--- src/rtl/tile_bus_pkg.sv ---
// Shared memory map of the tile display peripheral and the loader state type
// reused by the column writer and future palette/tileset loaders.
package tile_bus_pkg;

    localparam logic [14:0] TM_BASE      = 15'h0000;
    localparam logic [14:0] PALETTE_BASE = 15'h2000;
    localparam logic [14:0] SCROLL_ADDR  = 15'h3000;
    localparam logic [14:0] TILESET_BASE = 15'h4000;

    typedef enum logic [2:0] {
        ST_IDLE    = 3'd0,
        ST_COL     = 3'd1,
        ST_SCRL_LO = 3'd2,
        ST_SCRL_HI = 3'd3,
        ST_DONE    = 3'd4
    } tcw_state_t;

endpackage

--- src/rtl/avalon_wr_host.sv ---
// Single-beat Avalon-MM write holding register: a loaded beat is presented
// until the agent accepts it, and a new beat may replace it in the accept cycle.
module avalon_wr_host #(
    parameter int AW = 15,
    parameter int DW = 8
) (
    input  logic          clk,
    input  logic          reset_n,
    input  logic          load,
    input  logic [AW-1:0] load_address,
    input  logic [DW-1:0] load_data,
    input  logic          m_waitrequest,
    output logic [AW-1:0] m_address,
    output logic          m_chipselect,
    output logic          m_write,
    output logic [DW-1:0] m_writedata,
    output logic          pending,
    output logic          accept
);

    logic          pending_reg;
    logic [AW-1:0] address_reg;
    logic [DW-1:0] data_reg;
    logic          load_ok;

    assign accept  = pending_reg && !m_waitrequest;
    // A stalled beat is never overwritten, whatever the feeder asks for.
    assign load_ok = load && (!pending_reg || accept);

    always_ff @(posedge clk or negedge reset_n) begin
        if (!reset_n) begin
            pending_reg <= 1'b0;
            address_reg <= '0;
            data_reg    <= '0;
        end else if (load_ok) begin
            pending_reg <= 1'b1;
            address_reg <= load_address;
            data_reg    <= load_data;
        end else if (accept) begin
            pending_reg <= 1'b0;
        end
    end

    assign m_address    = address_reg;
    assign m_writedata  = data_reg;
    assign m_chipselect = pending_reg;
    assign m_write      = pending_reg;
    assign pending      = pending_reg;

endmodule

--- src/rtl/tilemap_column_writer.sv ---
// Streams one column of tile numbers into the tilemap per command, then
// optionally writes the 10-bit horizontal scroll offset (low byte first).
module tilemap_column_writer #(
    parameter int          ROWS        = 30,
    parameter int          STRIDE_LOG2 = 7,
    parameter logic [14:0] TM_BASE     = tile_bus_pkg::TM_BASE,
    parameter logic [14:0] SCROLL_ADDR = tile_bus_pkg::SCROLL_ADDR
) (
    input  logic                   clk,
    input  logic                   reset_n,
    input  logic                   cmd_valid,
    output logic                   cmd_ready,
    input  logic [STRIDE_LOG2-1:0] cmd_col,
    input  logic [9:0]             cmd_scroll,
    input  logic                   cmd_scroll_en,
    input  logic                   td_valid,
    output logic                   td_ready,
    input  logic [7:0]             td_data,
    output logic [14:0]            m_address,
    output logic                   m_chipselect,
    output logic                   m_write,
    output logic [7:0]             m_writedata,
    input  logic                   m_waitrequest,
    output logic                   busy,
    output logic                   done
);
    import tile_bus_pkg::*;

    localparam logic [5:0] ROWS_C = 6'(ROWS);
    localparam int LAST_TILE = int'(TM_BASE) + ((ROWS - 1) << STRIDE_LOG2) + (1 << STRIDE_LOG2) - 1;

    generate
        if (ROWS < 1 || ROWS > 32 || LAST_TILE >= 'h1000) begin : g_bad_map
            $error("tilemap column does not fit below 15'h1000");
        end
    endgenerate

    tcw_state_t             state_reg, state_next;
    logic [STRIDE_LOG2-1:0] col_reg;
    logic [9:0]             scroll_reg;
    logic                   scroll_en_reg;
    logic [5:0]             rows_loaded_reg;
    logic [5:0]             rows_written_reg;

    logic        pending, accept, load;
    logic [14:0] load_address;
    logic [7:0]  load_data;
    logic [14:0] tile_address;
    logic        td_fire, last_row;

    assign td_fire      = td_valid && td_ready;
    assign last_row     = accept && (rows_written_reg == ROWS_C - 6'd1);
    assign tile_address = TM_BASE + (15'(rows_loaded_reg) << STRIDE_LOG2) + 15'(col_reg);

    always_ff @(posedge clk or negedge reset_n) begin
        if (!reset_n) begin
            state_reg <= ST_IDLE;
        end else begin
            state_reg <= state_next;
        end
    end

    always_comb begin
        state_next = state_reg;
        case (state_reg)
            ST_IDLE:    if (cmd_valid) state_next = ST_COL;
            ST_COL:     if (last_row) state_next = scroll_en_reg ? ST_SCRL_LO : ST_DONE;
            ST_SCRL_LO: if (accept) state_next = ST_SCRL_HI;
            ST_SCRL_HI: if (accept) state_next = ST_DONE;
            ST_DONE:    state_next = ST_IDLE;
            default:    state_next = ST_IDLE;
        endcase
    end

    // The scroll low byte is loaded in the same cycle the last tile is accepted,
    // so the three closing writes run back to back.
    always_comb begin
        cmd_ready    = 1'b0;
        busy         = 1'b1;
        done         = 1'b0;
        td_ready     = 1'b0;
        load         = 1'b0;
        load_address = tile_address;
        load_data    = td_data;
        case (state_reg)
            ST_IDLE: begin
                cmd_ready = 1'b1;
                busy      = 1'b0;
            end
            ST_COL: begin
                td_ready = (!pending || accept) && (rows_loaded_reg < ROWS_C);
                load     = td_valid && td_ready;
                if (last_row && scroll_en_reg) begin
                    load         = 1'b1;
                    load_address = SCROLL_ADDR;
                    load_data    = scroll_reg[7:0];
                end
            end
            ST_SCRL_LO: begin
                if (accept) begin
                    load         = 1'b1;
                    load_address = SCROLL_ADDR + 15'd1;
                    load_data    = {6'b0, scroll_reg[9:8]};
                end
            end
            ST_DONE: done = 1'b1;
            default: ;
        endcase
    end

    always_ff @(posedge clk or negedge reset_n) begin
        if (!reset_n) begin
            col_reg          <= '0;
            scroll_reg       <= '0;
            scroll_en_reg    <= 1'b0;
            rows_loaded_reg  <= '0;
            rows_written_reg <= '0;
        end else if (state_reg == ST_IDLE) begin
            if (cmd_valid) begin
                col_reg          <= cmd_col;
                scroll_reg       <= cmd_scroll;
                scroll_en_reg    <= cmd_scroll_en;
                rows_loaded_reg  <= '0;
                rows_written_reg <= '0;
            end
        end else if (state_reg == ST_COL) begin
            if (td_fire) rows_loaded_reg <= rows_loaded_reg + 6'd1;
            if (accept)  rows_written_reg <= rows_written_reg + 6'd1;
        end
    end

    avalon_wr_host #(
        .AW(15),
        .DW(8)
    ) u_host (
        .clk          (clk),
        .reset_n      (reset_n),
        .load         (load),
        .load_address (load_address),
        .load_data    (load_data),
        .m_waitrequest(m_waitrequest),
        .m_address    (m_address),
        .m_chipselect (m_chipselect),
        .m_write      (m_write),
        .m_writedata  (m_writedata),
        .pending      (pending),
        .accept       (accept)
    );

endmodule

--- config.mk ---
export PLATFORM = sky130hd
export DESIGN_NAME = tilemap_column_writer
export DESIGN_NICKNAME = d
export VERILOG_FILES = /design/src/rtl/tile_bus_pkg.sv /design/src/rtl/avalon_wr_host.sv /design/src/rtl/tilemap_column_writer.sv
export SDC_FILE = /design/constraint.sdc
export NUM_CORES = 1
export LEC_CHECK = 0
export BUFFER_PORTS_ARGS = -buffer_cell sky130_fd_sc_hd__buf_2
export CAP_MARGIN = 20
export CORE_MARGIN = 2
export CORE_UTILIZATION = 55
export CTS_CLUSTER_SIZE = 20
export DETAILED_ROUTE_END_ITERATION = 7
export HOLD_SLACK_MARGIN = 0.03
export PLACE_DENSITY_LB_ADDON = 0.05
export SETUP_SLACK_MARGIN = 0.1
export SLEW_MARGIN = 0
export SYNTH_ARGS = -nofsm -noshare
export SYNTH_HDL_FRONTEND = slang
export SYNTH_SLANG_ARGS = --single-unit
--- constraint.sdc ---
create_clock -name clk -period 2.35 [get_ports clk]
set_input_delay 0.1175 -clock clk [delete_from_list [all_inputs] [get_ports clk]]
set_output_delay 0.1175 -clock clk [all_outputs]
set_load 0.05 [all_outputs]
Word-level counts from Yosys, hierarchy flattened
Cells that the tools add are included.
{ "word_totals": {"out_inout_bits": 29, "inputBits": 31, "reg_bits": 57, "wordCells": 69} }
{ "op_classes": {"muxes": 28, "magnitude_cmp": 1, "reduce_logical": 19, "add_sub_neg": 3, "n_eq_ne": 9} }
{ "ops": {"columns": ["op", "n"], "rows": [
  ["6-bit two-way mux", 7],
  ["14-bit two-way mux", 2],
  ["14-bit one-hot mux with 2 select lines", 1],
  ["8-bit two-way mux", 2],
  ["8-bit one-hot mux with 2 select lines", 1],
  ["3-bit two-way mux", 5],
  ["13-bit by 7-bit adder with 14-bit output", 1],
  ["6-bit by 1-bit adder with 6-bit output (second input constant)", 2],
  ["3-bit one-hot mux with 4 select lines", 1],
  ["1-bit two-way mux", 8],
  ["2-bit inequality test (second input constant)", 4],
  ["2-bit nonzero test", 4],
  ["1-bit logical AND", 7],
  ["3-bit by 2-bit equality test with 1-bit output (second input constant)", 2],
  ["6-bit by 5-bit equality test with 1-bit output (second input constant)", 1],
  ["6-bit by 5-bit less-than comparator with 1-bit output (second input constant)", 1],
  ["3-bit AND reduction", 2],
  ["4-bit AND reduction", 1],
  ["3-bit by 1-bit equality test with 1-bit output (second input constant)", 1],
  ["3-bit equality test (second input constant)", 1],
  ["3-bit logical NOT", 1],
  ["1-bit logical NOT", 2],
  ["1-bit one-hot mux with 2 select lines", 1],
  ["2-bit AND reduction", 1],
  ["1-bit logical OR", 1]
]} }

Longest topological paths before layout
{ "logic_depth": {"ltp_word": 9, "mapped_depth": 8, "mapped_depth_nobuf": 6} }

Modules after synthesis
A second synthesis with hierarchy kept.
{ "hier_totals": {"hier_cells": 267, "hier_area_um2": 2736.4} }
{ "modules_own_cells": {"columns": ["module", "area_each_um2", "instances", "cells_each"], "rows": [
  ["tilemap_column_writer", 1799.2, 1, 213],
  ["avalon_wr_host", 937.1, 1, 54]
]} }

Least setup slack after synthesis
No wires, ideal clock.
{ "synth_path": {"path_type": "reg-to-reg", "startpoint": "reg state_reg[2]", "endpoint": "reg rows_loaded_reg[5]", "slack_ps": 241, "arrival_time_ps": 1990, "required_time_ps": 2231, "setup_time_ps": 119, "path_stages_with_launch": 7, "cell_sequence": "dfrtp_1 > buf_4 > or3_2 > inv_1 > nand2_1 > clkbuf_1 > and2_1"} }
{ "synth_between": {"elab_chain_len": 5, "elab_cells_between_ends": 9, "classes_between": "2 x eq/ne; 2 x mux; 5 x reduce/logical"} }
{ "synth_rtl": {"columns": ["item", "line", "text"], "rows": [
  ["from (decl)", "tilemap_column_writer.sv:38", "tcw_state_t state_reg, state_next;"],
  ["from (signal assigned)", "tilemap_column_writer.sv:59", "state_reg <= state_next;"],
  ["3-bit by 1-bit equality test with 1-bit output", "tilemap_column_writer.sv:85, tilemap_column_writer.sv:126", null],
  ["1-bit two-way mux", "tilemap_column_writer.sv:85", "case (state_reg)"],
  ["1-bit logical AND", "tilemap_column_writer.sv:51", "assign td_fire = td_valid && td_ready;"],
  ["2-bit nonzero test (no line)", null, null],
  ["3-bit AND reduction (no line)", null, null],
  ["to (signal assigned)", "tilemap_column_writer.sv:127", "if (td_fire) rows_loaded_reg <= rows_loaded_reg + 6'd1;"],
  ["to (decl)", "tilemap_column_writer.sv:42", "logic [5:0] rows_loaded_reg;"]
]} }
Parallel ways exist; a longest one is shown, timed or not.
A chain may end at the register's enable or synchronous reset.

Worst setup path after layout
{ "layout_path": {"startpoint": "reg state_reg[1]", "endpoint": "reg col_reg[0]"} }
{ "layout_between": {"elab_chain_len": 2} }
{ "layout_rtl": {"columns": ["item", "line", "text"], "rows": [
  ["3-bit logical NOT", "tilemap_column_writer.sv:118", "end else if (state_reg == ST_IDLE) begin"],
  ["2-bit AND reduction (no line)", null, null],
  ["to (signal assigned)", "tilemap_column_writer.sv:120", "col_reg <= cmd_col;"],
  ["to (decl)", "tilemap_column_writer.sv:39", "logic [STRIDE_LOG2-1:0] col_reg;"]
]} }
Every way passes these cells.

==> run metrics <==
run status=finished clean; synthesized cell area=0.002565 mm^2; detailed-route vias per instance=5.411; DRC violations left=0; DR vias=2,094; Resize count post-CTS=0; utilization after layout=0.7191; Die Span Y=72.29 um; die width=72.29 um; largest area contributor in the netlist=dfrtp_1; Buffers on Ports=58; cts bufs inserted=5; RD Place Congestion=0.8349; Worst VDD drop=between 0.0008 and 0.0009 V; Slew Limit Fails=0; min cycle time layout=1.962 ns; Ant. Diodes=0; area delta synth->final=23.76%; CP Data Arrival Time=2.21 ns; PwrDens=1269 mW/mm^2; die footprint=about 0.0052 mm^2; Min-Delay Path Class=input port to register; Clock Skew=0.007240 ns; Pleak=about 1.7 nW; Starting Density=0.5811; Crit path top cell by count=nand2_1; share of cells above drive strength 1=0.2358; Final TNS setup=0 ns; Synth Warn #=0; dpl hpwl=3774 um; final setup vio count=0; CTS Buffer Depth=2; Critical Path Fanout Max=12; critical path cell sequence=or3_2 > inv_1 > and2_1 > buf_4 > nand2_1 > nand2_1; initial antenna violation count=0; Worst Path Buf+Inv=2; CTS tree=built; H-Tree Level Count=2; first-pass GRT wire length=9363 um; most frequent cells in the layout=nand2_1, buf_2, dfrtp_1; Unique masters post-synth=42; # fillers=354; Worst-path clk slew=0.10 ns; ys async rst share=1.000; pin count of the biggest net entering global routing=33; Synth area leaders=dfrtp_1, nand2_1, mux2i_1; # nets final=around 370; Rows=24; Worst Setup Path Type=register to register; clk_lat worst skew=~0.3 ns; antenna violation net count after detailed routing=0; share of the yosys chip area belonging to registers=0.5463; Largest register FFs=14; Avg Cell Area, Syn=9.942 um^2; Fin. Hold Viols=0; f_max=509.6 MHz; RSZ-0062 raised after global routing=false; number of global-route vias before repair=2,033; commonest non-fill, non-tap cell in the layout=nand2_1; most common flop cell mapped by yosys=dfrtp_1; 1st-iter DRT viols=46; CP max stage delay=about 0.53 ns; Critical Path End Type=register; post-synthesis register bit count=56; Core Area=between 0.004 and 0.005 mm^2; max-cap viol count=0; Worst path slowest cell=or3_2; Max-slew headroom=0.5233; GRT Residual Overflow=0; WL per Instance=approximately 14 um; Startpoint Class=register; Top Ports=60; DRT Wirelength=5456 um; syn nets=292; Top delay family on crit path=simple AND/OR/NAND/NOR gates; Root Buffer=clkbuf_8; CP required=2.59 ns; fin crit share=0.8350; Slew @ Worst Pin=between 0.7 and 0.8 ns; Synth top area share=0.5463; Sink Count=56; GRT Resource Usage Total=0.2319; EDFF count, synth=0; hold_ws=0.1208 ns; DR pass1 iterations=4; post-synthesis cell count=about 260
layer usage:
layer / part of all wire / track usage
met1: 0.47 / 0.3402
met3: 0.048 / 0.03889
met5: 0 / 0
met4: 0.0081 / 0.05241
met2: 0.47 / 0.3660
logic make-up (layout without fill, tap and decap cells):
| family | count (synthesis) | count (layout) | share of synthesized area |
|---|---|---|---|
| buffers and inverters | 22 | 99 | 0.04829 |
| adders and majority gates | 3 | 3 | 0.01464 |
| muxes | 12 | 12 | 0.04683 |
| DFF | 56 | 56 | 0.5463 |
| AOI/OAI and AO/OA | 46 | 46 | 0.1244 |
| and+or+nand+nor | 116 | 116 | 0.2112 |
| other | 1 | 1 | 0.001462 |
| xor gates and xnor gates | 2 | 2 | 0.006831 |
power by group:
part / internal (mW) / switching [mW] / total [mW]
Combinational: 0.615 / 1.32 / 1.93
Sequential: 1.32 / 0.273 / 1.59
Clock: 0.203 / 0.298 / 0.501
synth_stat cells, types with 3 or more instances:
library cell	number
a21o_1	4
a21oi_1	5
a2bb2oi_1	8
and3_1	4
buf_2	5
buf_4	5
clkbuf_1	4
dfrtp_1	56
ha_1	3
inv_1	5
mux2i_1	12
nand2_1	69
nand3_1	5
nor2_1	16
o211ai_1	10
o21ai_0	11
or4_1	3
path summary, 6_finish.rpt:
path                       slack (ns)                                 to  depth (start not counted)                      from
hold / removal                   0.12    u_host.m_chipselect$_DFFE_PN0P_                          2             m_waitrequest
setup reg to reg                 0.39             col_reg[0]$_DFFE_PN0P_                          6  state_reg[1]$_DFFE_PN0P_
min in group asynchronous        0.39    rows_written_reg[0]$_DFFE_PN0P_                          2                   reset_n
hold reg to reg                  0.48             col_reg[2]$_DFFE_PN0P_                          2    col_reg[2]$_DFFE_PN0P_
max in group asynchronous        1.29  u_host.m_writedata[7]$_DFFE_PN0P_                          3                   reset_n
setup / recovery                 0.39             col_reg[0]$_DFFE_PN0P_                          6  state_reg[1]$_DFFE_PN0P_
metrics by stage:
stage	instances	instance area [um^2]	setup WS, ns	power [mW]
floorplan	258	2565	0.2408	3.067
global placement	361	2903	0.4420	3.497
detailed placement	361	2903	0.4355	3.534
CTS	387	3174	0.3974	4.057
global route	387	3174	0.2786	4.310
finish	387	3174	0.3878	4.028
cell type report:
class / count / area, um^2 / area share
Inverter: 5 / 18.77 / 0.005913
Tap cell: 52 / 65.06 / 0.02050
Sequential cell: 56 / 1401 / 0.4415
Clock inverter: 2 / 12.51 / 0.003942
Clock buffer: 5 / 68.82 / 0.02168
Timing Repair Buffer: 87 / 568.0 / 0.1790
Multi-Input combinational cell: 180 / 1040 / 0.3276
what timing repair did:
item / in CTS / in global routing
buffers inserted: 0 / 0
hold buffers: 19 / 0
endpoints found under the hold margin: 48 / 0
Note: power is estimated with default switching activity, not from simulation.
